--- src/rtl/adder_pkg.sv ---
// Shared types and constants for the bit-serial adder sequencer.
// Imported by the interface, the slice and the controller.
package adder_pkg;

    typedef enum logic [1:0] {
        IDLE = 2'd0,
        RUN  = 2'd1,
        DONE = 2'd2
    } ser_state_t;

    localparam int ADDER_WIDTH_DEFAULT = 8;

endpackage

--- src/rtl/bit_serial_adder_ctrl_if.sv ---
// Operand/result handshake bundle between a requester/consumer (master)
// and the bit-serial adder controller (slave).
interface bit_serial_adder_ctrl_if
    import adder_pkg::*;
#(
    parameter int WIDTH = ADDER_WIDTH_DEFAULT
);
    logic             in_valid;
    logic             in_ready;
    logic [WIDTH-1:0] op_a;
    logic [WIDTH-1:0] op_b;
    logic             carry_in;
    logic             out_valid;
    logic             out_ready;
    logic [WIDTH-1:0] sum;
    logic             carry_out;
    logic             busy;

    modport master (
        output in_valid, op_a, op_b, carry_in, out_ready,
        input  in_ready, out_valid, sum, carry_out, busy
    );

    modport slave (
        input  in_valid, op_a, op_b, carry_in, out_ready,
        output in_ready, out_valid, sum, carry_out, busy
    );
endinterface

--- src/rtl/full_adder_slice.sv ---
// Single-bit full adder, purely combinational; reused once per clock
// by the serial controller.
module full_adder_slice (
    input  logic a,
    input  logic b,
    input  logic cin,
    output logic s,
    output logic cout
);
    assign s    = a ^ b ^ cin;
    assign cout = (a & b) | (cin & (a ^ b));
endmodule

--- src/rtl/bit_serial_adder_ctrl.sv ---
// Bit-serial adder sequencer: one full-adder slice walks a WIDTH-bit operand
// pair LSB first, with valid/ready handshakes on both the operand and result side.
module bit_serial_adder_ctrl
    import adder_pkg::*;
#(
    parameter int WIDTH = ADDER_WIDTH_DEFAULT
) (
    input logic                    clk,
    input logic                    rst,
    bit_serial_adder_ctrl_if.slave bus
);
    localparam int CNT_W = $clog2(WIDTH + 1);

    ser_state_t       state_r;
    ser_state_t       state_next_s;
    logic [WIDTH-1:0] a_sh_r;
    logic [WIDTH-1:0] b_sh_r;
    logic [WIDTH-1:0] sum_sh_r;
    logic [WIDTH-1:0] sum_shift_s;
    logic [WIDTH-1:0] sum_r;
    logic             carry_r;
    logic             carry_out_r;
    logic [CNT_W-1:0] cnt_r;
    logic             last_bit_s;
    logic             slice_sum_s;
    logic             slice_cout_s;

    full_adder_slice u_slice (
        .a    (a_sh_r[0]),
        .b    (b_sh_r[0]),
        .cin  (carry_r),
        .s    (slice_sum_s),
        .cout (slice_cout_s)
    );

    assign last_bit_s = (cnt_r == CNT_W'(WIDTH - 1));

    // Sum accumulator after this edge: slice output enters at the MSB.
    always_comb begin
        sum_shift_s            = sum_sh_r >> 1;
        sum_shift_s[WIDTH-1]   = slice_sum_s;
    end

    // State register.
    always_ff @(posedge clk) begin
        if (rst) begin
            state_r <= IDLE;
        end else begin
            state_r <= state_next_s;
        end
    end

    // Next-state logic; operands are only considered while IDLE.
    always_comb begin
        state_next_s = state_r;
        case (state_r)
            IDLE: begin
                if (bus.in_valid) state_next_s = RUN;
                else              state_next_s = IDLE;
            end
            RUN: begin
                if (last_bit_s) state_next_s = DONE;
                else            state_next_s = RUN;
            end
            DONE: begin
                if (bus.out_ready) state_next_s = IDLE;
                else               state_next_s = DONE;
            end
            default: state_next_s = IDLE;
        endcase
    end

    // Datapath: capture on accept, shift one bit per RUN edge, publish on the last bit.
    // The published sum is a separate register so it stays stable while the next op runs.
    always_ff @(posedge clk) begin
        if (rst) begin
            a_sh_r      <= {WIDTH{1'b0}};
            b_sh_r      <= {WIDTH{1'b0}};
            sum_sh_r    <= {WIDTH{1'b0}};
            sum_r       <= {WIDTH{1'b0}};
            carry_r     <= 1'b0;
            carry_out_r <= 1'b0;
            cnt_r       <= {CNT_W{1'b0}};
        end else begin
            case (state_r)
                IDLE: begin
                    if (bus.in_valid) begin
                        a_sh_r   <= bus.op_a;
                        b_sh_r   <= bus.op_b;
                        carry_r  <= bus.carry_in;
                        sum_sh_r <= {WIDTH{1'b0}};
                        cnt_r    <= {CNT_W{1'b0}};
                    end
                end
                RUN: begin
                    a_sh_r   <= a_sh_r >> 1;
                    b_sh_r   <= b_sh_r >> 1;
                    sum_sh_r <= sum_shift_s;
                    carry_r  <= slice_cout_s;
                    cnt_r    <= cnt_r + CNT_W'(1);
                    if (last_bit_s) begin
                        sum_r       <= sum_shift_s;
                        carry_out_r <= slice_cout_s;
                    end
                end
                DONE: begin
                    sum_r <= sum_r;
                end
                default: begin
                    cnt_r <= {CNT_W{1'b0}};
                end
            endcase
        end
    end

    assign bus.in_ready  = (state_r == IDLE);
    assign bus.out_valid = (state_r == DONE);
    assign bus.busy      = (state_r == RUN) || (state_r == DONE);
    assign bus.sum       = sum_r;
    assign bus.carry_out = carry_out_r;

endmodule

--- src/flat_wrapper.sv ---
// flat-port wrapper written by rule: the top's interface ports become plain ports
module bit_serial_adder_ctrl_flat import adder_pkg::*;
#(
    parameter int WIDTH = ADDER_WIDTH_DEFAULT
)
  (clk, rst, bus_in_valid, bus_op_a, bus_op_b, bus_carry_in, bus_out_ready, bus_in_ready, bus_out_valid, bus_sum, bus_carry_out, bus_busy);
  bit_serial_adder_ctrl_if #(.WIDTH(WIDTH)) bus_i ();
  input logic clk;
  input logic rst;
  input wire logic [$bits(bus_i.in_valid)-1:0] bus_in_valid;
  input wire logic [$bits(bus_i.op_a)-1:0] bus_op_a;
  input wire logic [$bits(bus_i.op_b)-1:0] bus_op_b;
  input wire logic [$bits(bus_i.carry_in)-1:0] bus_carry_in;
  input wire logic [$bits(bus_i.out_ready)-1:0] bus_out_ready;
  output wire logic [$bits(bus_i.in_ready)-1:0] bus_in_ready;
  output wire logic [$bits(bus_i.out_valid)-1:0] bus_out_valid;
  output wire logic [$bits(bus_i.sum)-1:0] bus_sum;
  output wire logic [$bits(bus_i.carry_out)-1:0] bus_carry_out;
  output wire logic [$bits(bus_i.busy)-1:0] bus_busy;
  assign bus_i.in_valid = bus_in_valid;
  assign bus_i.op_a = bus_op_a;
  assign bus_i.op_b = bus_op_b;
  assign bus_i.carry_in = bus_carry_in;
  assign bus_i.out_ready = bus_out_ready;
  assign bus_in_ready = bus_i.in_ready;
  assign bus_out_valid = bus_i.out_valid;
  assign bus_sum = bus_i.sum;
  assign bus_carry_out = bus_i.carry_out;
  assign bus_busy = bus_i.busy;
  bit_serial_adder_ctrl #(.WIDTH(WIDTH)) u_core (.clk(clk), .rst(rst), .bus(bus_i));
endmodule
--- config.mk ---
export PLATFORM = sky130hd
export DESIGN_NAME = bit_serial_adder_ctrl_flat
export DESIGN_NICKNAME = d
export VERILOG_FILES = /design/src/rtl/adder_pkg.sv /design/src/rtl/bit_serial_adder_ctrl_if.sv /design/src/rtl/full_adder_slice.sv /design/src/rtl/bit_serial_adder_ctrl.sv /design/src/flat_wrapper.sv
export SDC_FILE = /design/constraint.sdc
export NUM_CORES = 1
export LEC_CHECK = 0
export ABC_AREA = 1
export CORE_ASPECT_RATIO = 1.1
export CORE_UTILIZATION = 61
export DETAILED_ROUTE_END_ITERATION = 6
export DONT_BUFFER_PORTS = 1
export MAX_ROUTING_LAYER = met4
export PLACE_DENSITY = 0.8
export RECOVER_POWER = 50
export SKIP_LAST_GASP = 1
export SLEW_MARGIN = 10
export SYNTH_ARGS = -nofsm -noshare
export SYNTH_HDL_FRONTEND = slang
export SYNTH_SLANG_ARGS = --single-unit
--- constraint.sdc ---
create_clock -name clk -period 1.45 [get_ports clk]
set_input_delay 0.3625 -clock clk [delete_from_list [all_inputs] [get_ports clk]]
set_output_delay 0.3625 -clock clk [all_outputs]
set_load 0.1 [all_outputs]
# Word-level counts from Yosys, hierarchy flattened
# Cells that the tools add are included.
dict set report classes {
  add_sub_neg 1
  eq_ne 4
  n_mux 14
  bitwise 6
  reduce_logical 6
}
# cell n
set ops {}
lappend ops {{case mux 8 bit (2 select lines)} 3}
lappend ops {{two-way mux 8 bit} 3}
lappend ops {{case mux 4 bit (3 select lines)} 1}
lappend ops {{case mux 2 bit (3 select lines)} 1}
lappend ops {{AND reduction 2 bit} 3}
lappend ops {{adder 4 x 1 -> 4 bit (second input constant)} 1}
lappend ops {{== test 4 x 3 -> 1 bit (second input constant)} 1}
lappend ops {{two-way mux 2 bit} 2}
lappend ops {{two-way mux 4 bit} 1}
lappend ops {{AND 1 bit} 2}
lappend ops {{== test 2 x 1 -> 1 bit (second input constant)} 1}
lappend ops {{== test 2 bit (second input constant)} 1}
lappend ops {{logical NOT 2 bit} 1}
lappend ops {{two-way mux 1 bit} 2}
lappend ops {{!= test 2 bit (second input constant)} 1}
lappend ops {{case mux 1 bit (2 select lines)} 1}
lappend ops {{nonzero test 2 bit} 1}
lappend ops {{bitwise XOR 1 bit} 2}
lappend ops {{logical OR 1 bit} 1}
lappend ops {{NOT 1 bit} 1}
lappend ops {{bitwise OR 1 bit} 1}
dict set report word_totals {
  reg_bits 40
  input_bits 21
  out_inout_bits 12
}

# Longest topological paths before layout
dict set report depth {
  ltp_word 4
  ltp_mapped 10
  depth_no_buf 8
}

# Hierarchy
# From an unflattened synthesis, not the netlist that was laid out.
dict set report unflattened {
  cells_unflattened 246
  area_unflattened_um2 1773.0
}
# module instances cells_each area_each_um2
set modules_own_cells {}
lappend modules_own_cells {bit_serial_adder_ctrl 1 245 1752.9}
lappend modules_own_cells {full_adder_slice 1 1 20.0}

# Least setup slack after synthesis
# Ideal clock, no wire load.
dict set report synth_path {
  path_kind {register to register}
  startpoint {register u_core.state_r[0]}
  endpoint {register u_core.sum_sh_r[1]}
  arrival_time_ns 1.997
  t_required_ns 1.380
  setup_slack_ns -0.617
  stages_incl_launch_ff 8
  period_less_slack_ns 2.067
  path_cell_list {dfxtp_1 inv_1 ha_1 nand2_1 o21ai_2 buf_6 nand3_1 a21oi_1}
}
dict set report synth_via {
  elab_chain_cells 3
  word_cells_on_any_way 6
}
# element line_no
set synth_rtl {}
lappend synth_rtl {{start: declaration} bit_serial_adder_ctrl.sv:14} ;# ser_state_t state_r;
lappend synth_rtl {{start signal: assignment} bit_serial_adder_ctrl.sv:49} ;# state_r <= state_next_s;
lappend synth_rtl {{logical NOT 2 bit (*)} --}
lappend synth_rtl {{via bus_in_ready} flat_wrapper.sv:15} ;# output wire logic [$bits(bus_i.in_ready)-1:0] bus_in_ready;
lappend synth_rtl {{!= test 2 bit (no line) or nonzero test 2 bit (tied branches)} --}
lappend synth_rtl {{AND reduction 2 bit (no line)} --}
lappend synth_rtl {{end signal: assignment} bit_serial_adder_ctrl.sv:79} ;# sum_sh_r <= {WIDTH{1'b0}};
lappend synth_rtl {{end signal: assignment} bit_serial_adder_ctrl.sv:91} ;# sum_sh_r <= {WIDTH{1'b0}};
lappend synth_rtl {{end signal: assignment} bit_serial_adder_ctrl.sv:98} ;# sum_sh_r <= sum_shift_s;
lappend synth_rtl {{end: declaration} bit_serial_adder_ctrl.sv:18} ;# logic [WIDTH-1:0] sum_sh_r;
# The timed path passes the listed nets; every way through them passes the cells marked *.
# A chain may end at the register's enable or synchronous reset.

# Final worst setup path
dict set report layout_path {
  startpoint {register u_core.state_r[0]}
  endpoint {output bus_busy}
}
dict set report layout_via {
  elab_chain_cells 2
  word_cells_on_any_way 3
}
# element line_no
set layout_rtl {}
lappend layout_rtl {{== test 2 x 1 -> 1 bit or == test 2 bit (tied branches)} bit_serial_adder_ctrl.sv:118} ;# assign bus.busy = (state_r == RUN) || (state_r == DONE);
lappend layout_rtl {{logical OR 1 bit (*)} bit_serial_adder_ctrl.sv:118}
lappend layout_rtl {{end: declaration} flat_wrapper.sv:19} ;# output wire logic [$bits(bus_i.busy)-1:0] bus_busy;
# Every way passes the cells marked *; elsewhere a longest branch is shown, timed or not.

==> run_results.csv <==
group,metric,value,unit
run_status,status,"complete, but fails checks",
run_status,violations,"negative setup slack",
global_route,overflow,0,
global_route,grt_max_degree,25,
final_layout,final_util,0.760,
timing,rsz0062_at_grt,"yes",
global_route,grt_pass1_wl,6350,microns
critical_path,r2r_end,"u_core.carry_r$_SDFFE_PP0P_",
die,core-area,2750,sq um
clock_network,clk_pin_slew,0.12,ns
critical_path,crit_start,"u_core.state_r[0]$_SDFF_PP0_",
global_route,grt_usage,0.285,
clock_network,cts_sinks,39,
drt,vias,1604,
clock_network,cts_tree,"built",
critical_path,r2r_start,"u_core.state_r[0]$_SDFF_PP0_",
drt,via_per_inst,5.36,
drt,wl_per_cell,13.0,microns
final_layout,diodes,0,
placed_design,portBuffers,0,
timing,setup_ws,-0.140,ns
yosys,synth.avg_cell_area,7.17,sq um
yosys,syn_nets,275,
global_route,antenna_found_initial,0,
die,initial_core_util,0.643,
critical_path,cp-start-kind,"flip-flop",
critical_path,worstSetupPathType,"flip-flop to output pin",
timing,fmax,629,MHz
critical_path,critPathTopFamily,"adder cells",
run,maxCapViolCount,0,
drt,drt_first_pass_iters,4,
placed_design,dpl.cell_count,286,
clock_network,cts-root-buf,"clkbuf_4",
yosys,syn_inst,247,
yosys,ys_types,20,
clock_network,cts_buffer_depth,2,
yosys,yosysWarningCount,0,
critical_path,cp_num_cells,2,
final_layout,finalNonFillerCells,299,
critical_path,setup.worst_path.end_class,"output pin",
die,num_rows,20,
power,leakage,0.914,nW
power,power_per_cell_area,1110,nW/um^2
drt,drcViolationCount,0,
timing,timing_hold_violations_final,0,
placed_design,routabilityCongestion,0.861,
clock_network,htree_levels,2,
clock_network,clock_latency,0.35,ns
critical_path,arrival,1.23,ns
critical_path,required,1.09,ns
timing,drv_slew,0,
final_layout,fin_area,2090,sq um
timing,min_period,1.59,ns
drt,ant_nets,0,
power,power,2.31,mW
timing,finalSetupTns,-0.459,ns
drt,drt-total-wl,3880,microns
timing,holdWs,0.0603,ns
critical_path,crit_buf_inv,1,
final_layout,drive_above_1_share,0.180,
timing,fin_crit_sh,1.10,
die,dieArea,3120,sq um
placed_design,place_ws,0.0133,ns
timing,setup-violations-final,16,
placed_design,hpwlAfterDp,2470,microns
timing,worst_pin_slew,0.407,ns
power,peakVddDrop,779,uV
critical_path,cpMaxStageDelayCell,"ha_4",
timing,max-slew-margin-rel,0.729,
die,chipWidth,53.4,microns
critical_path,cp-endpoint,"bus_busy",
critical_path,r2r_cells,7,
yosys,seq_area_frac_synth,0.441,
critical_path,cpPeakStageDelay,0.44,ns
critical_path,critPathMaxFanout,2,
yosys,synth-seq-cells,39,
critical_path,regToRegSetupSlack,-0.06,ns
worst_hold_path,hold_path.class,"input port to flip-flop",
yosys,syn_area,1770,sq um
critical_path,path_cells,"inv_4 -> ha_4",
die,die_h,58.5,microns
global_route,grt_pass1_vias,1440,
final_layout,final_net_count,293,
placed_design,place_area,1920,sq um
die,ios,33,
clock_network,cts_buffers,5,
final_layout,area_growth,18.2,%
timing,fin_skew,0.00910,ns
final_layout,n_fill_cell,217,
drt,drt_iter0_markers,43,
==> worst min-delay path by stage <==
| stage | end | cells past startpoint | slack (ns) | start |
|---|---|---|---|---|
| 2_1_floorplan | u_core.a_sh_r[7]$_SDFFE_PP0P_ | 2 | 0.44 | u_core.a_sh_r[7]$_SDFFE_PP0P_ |
| 3_3_place_gp | u_core.cnt_r[1]$_SDFFE_PP0P_ | 1 | 0.43 | rst |
| 3_5_place_dp | u_core.bus.sum[5]$_SDFFE_PP0P_ | 1 | 0.44 | rst |
| 4_1_cts | u_core.bus.sum[5]$_SDFFE_PP0P_ | 1 | 0.05 | rst |
| 5_1_grt | u_core.bus.sum[5]$_SDFFE_PP0P_ | 1 | 0.03 | rst |
| 6_report | u_core.bus.sum[7]$_SDFFE_PP0P_ | 1 | 0.06 | rst |
==> cells in the mapped netlist <==
| library cell | instances | area [sq um] |
|---|---|---|
| nand3_1 | 15 | 75.1 |
| ha_1 | 6 | 75.1 |
| clkinv_1 | 1 | 3.75 |
| a21oi_1 | 24 | 120 |
| fa_1 | 1 | 20.0 |
| buf_2 | 3 | 15.0 |
| buf_4 | 1 | 7.51 |
| or2_2 | 2 | 12.5 |
| o21ai_1 | 2 | 10.0 |
| o21ai_2 | 2 | 17.5 |
| nand2_2 | 1 | 6.26 |
| nor2_1 | 34 | 128 |
| inv_2 | 1 | 3.75 |
| o21ai_0 | 13 | 65.1 |
| nand4_1 | 1 | 6.26 |
| inv_1 | 9 | 33.8 |
| dfxtp_1 | 39 | 781 |
| buf_6 | 6 | 67.6 |
| clkbuf_1 | 3 | 11.3 |
| nand2_1 | 83 | 312 |
==> layout by cell type, fill, tap and decap left out, types with 4 or more instances in the layout <==
cell      Yosys  final
nand2_1      83     82
nand3_1      15     15
dfxtp_1      39     37
nor2_1       34     34
inv_1         9      7
buf_4         1     19
buf_12        0      4
a21oi_1      24     23
o21ai_0      13     13
clkbuf_4      0      5
==> report_power, final <==
part / internal (mW) / switching (mW) / total [mW]
clock network: 0.407 / 0.370 / 0.777
registers: 1.12 / 0.0308 / 1.15
logic: 0.152 / 0.231 / 0.383
==> cell families (layout without fill, tap and decap cells) <==
group | count (synthesis) | after routing | synth area share
compound gates | 41 | 41 | 0.120
buf+inv | 24 | 43 | 0.0806
simple gates | 136 | 136 | 0.305
flops | 39 | 39 | 0.441
fa+ha+maj | 7 | 7 | 0.0537
==> layer usage <==
metal  vias to the layer above  part of all wire  GRT usage
met1                       729              0.45      0.346
li1                        822                 -          -
met5                         -                 0          -
met2                        43              0.49      0.450
met4                         0             0.019      0.124
met3                        10             0.041     0.0594
==> state kept, by name (all words and copies together), names as in the netlist <==
signal and flops:
u_core.bus.sum 8, u_core.b_sh_r 8, u_core.carry_r 1, u_core.a_sh_r 8, u_core.sum_sh_r 7, u_core.cnt_r 4
u_core.state_r 2, u_core.bus.carry_out 1
==> layout make-up <==
type / instances / area (sq um) / area share
Multi-Input combinational cell: 184 / 888 / 0.424
Sequential cell: 39 / 786 / 0.375
Timing Repair Buffer: 24 / 248 / 0.118
Clock buffer: 6 / 51.3 / 0.0245
Inverter: 11 / 43.8 / 0.0209
Tap cell: 33 / 41.3 / 0.0197
Clock inverter: 2 / 35.0 / 0.0167
==> timing repair <==
item | 4_1_cts | 5_1_grt
hold buffers | 0 | 0
resized for setup | 8 | 3
gates cloned | 0 | 1
pin swaps | 2 | 1
setup buffers | 4 | 0
endpoints found under the setup margin | 25 | 30
Note: power is estimated with default switching activity, not from simulation.
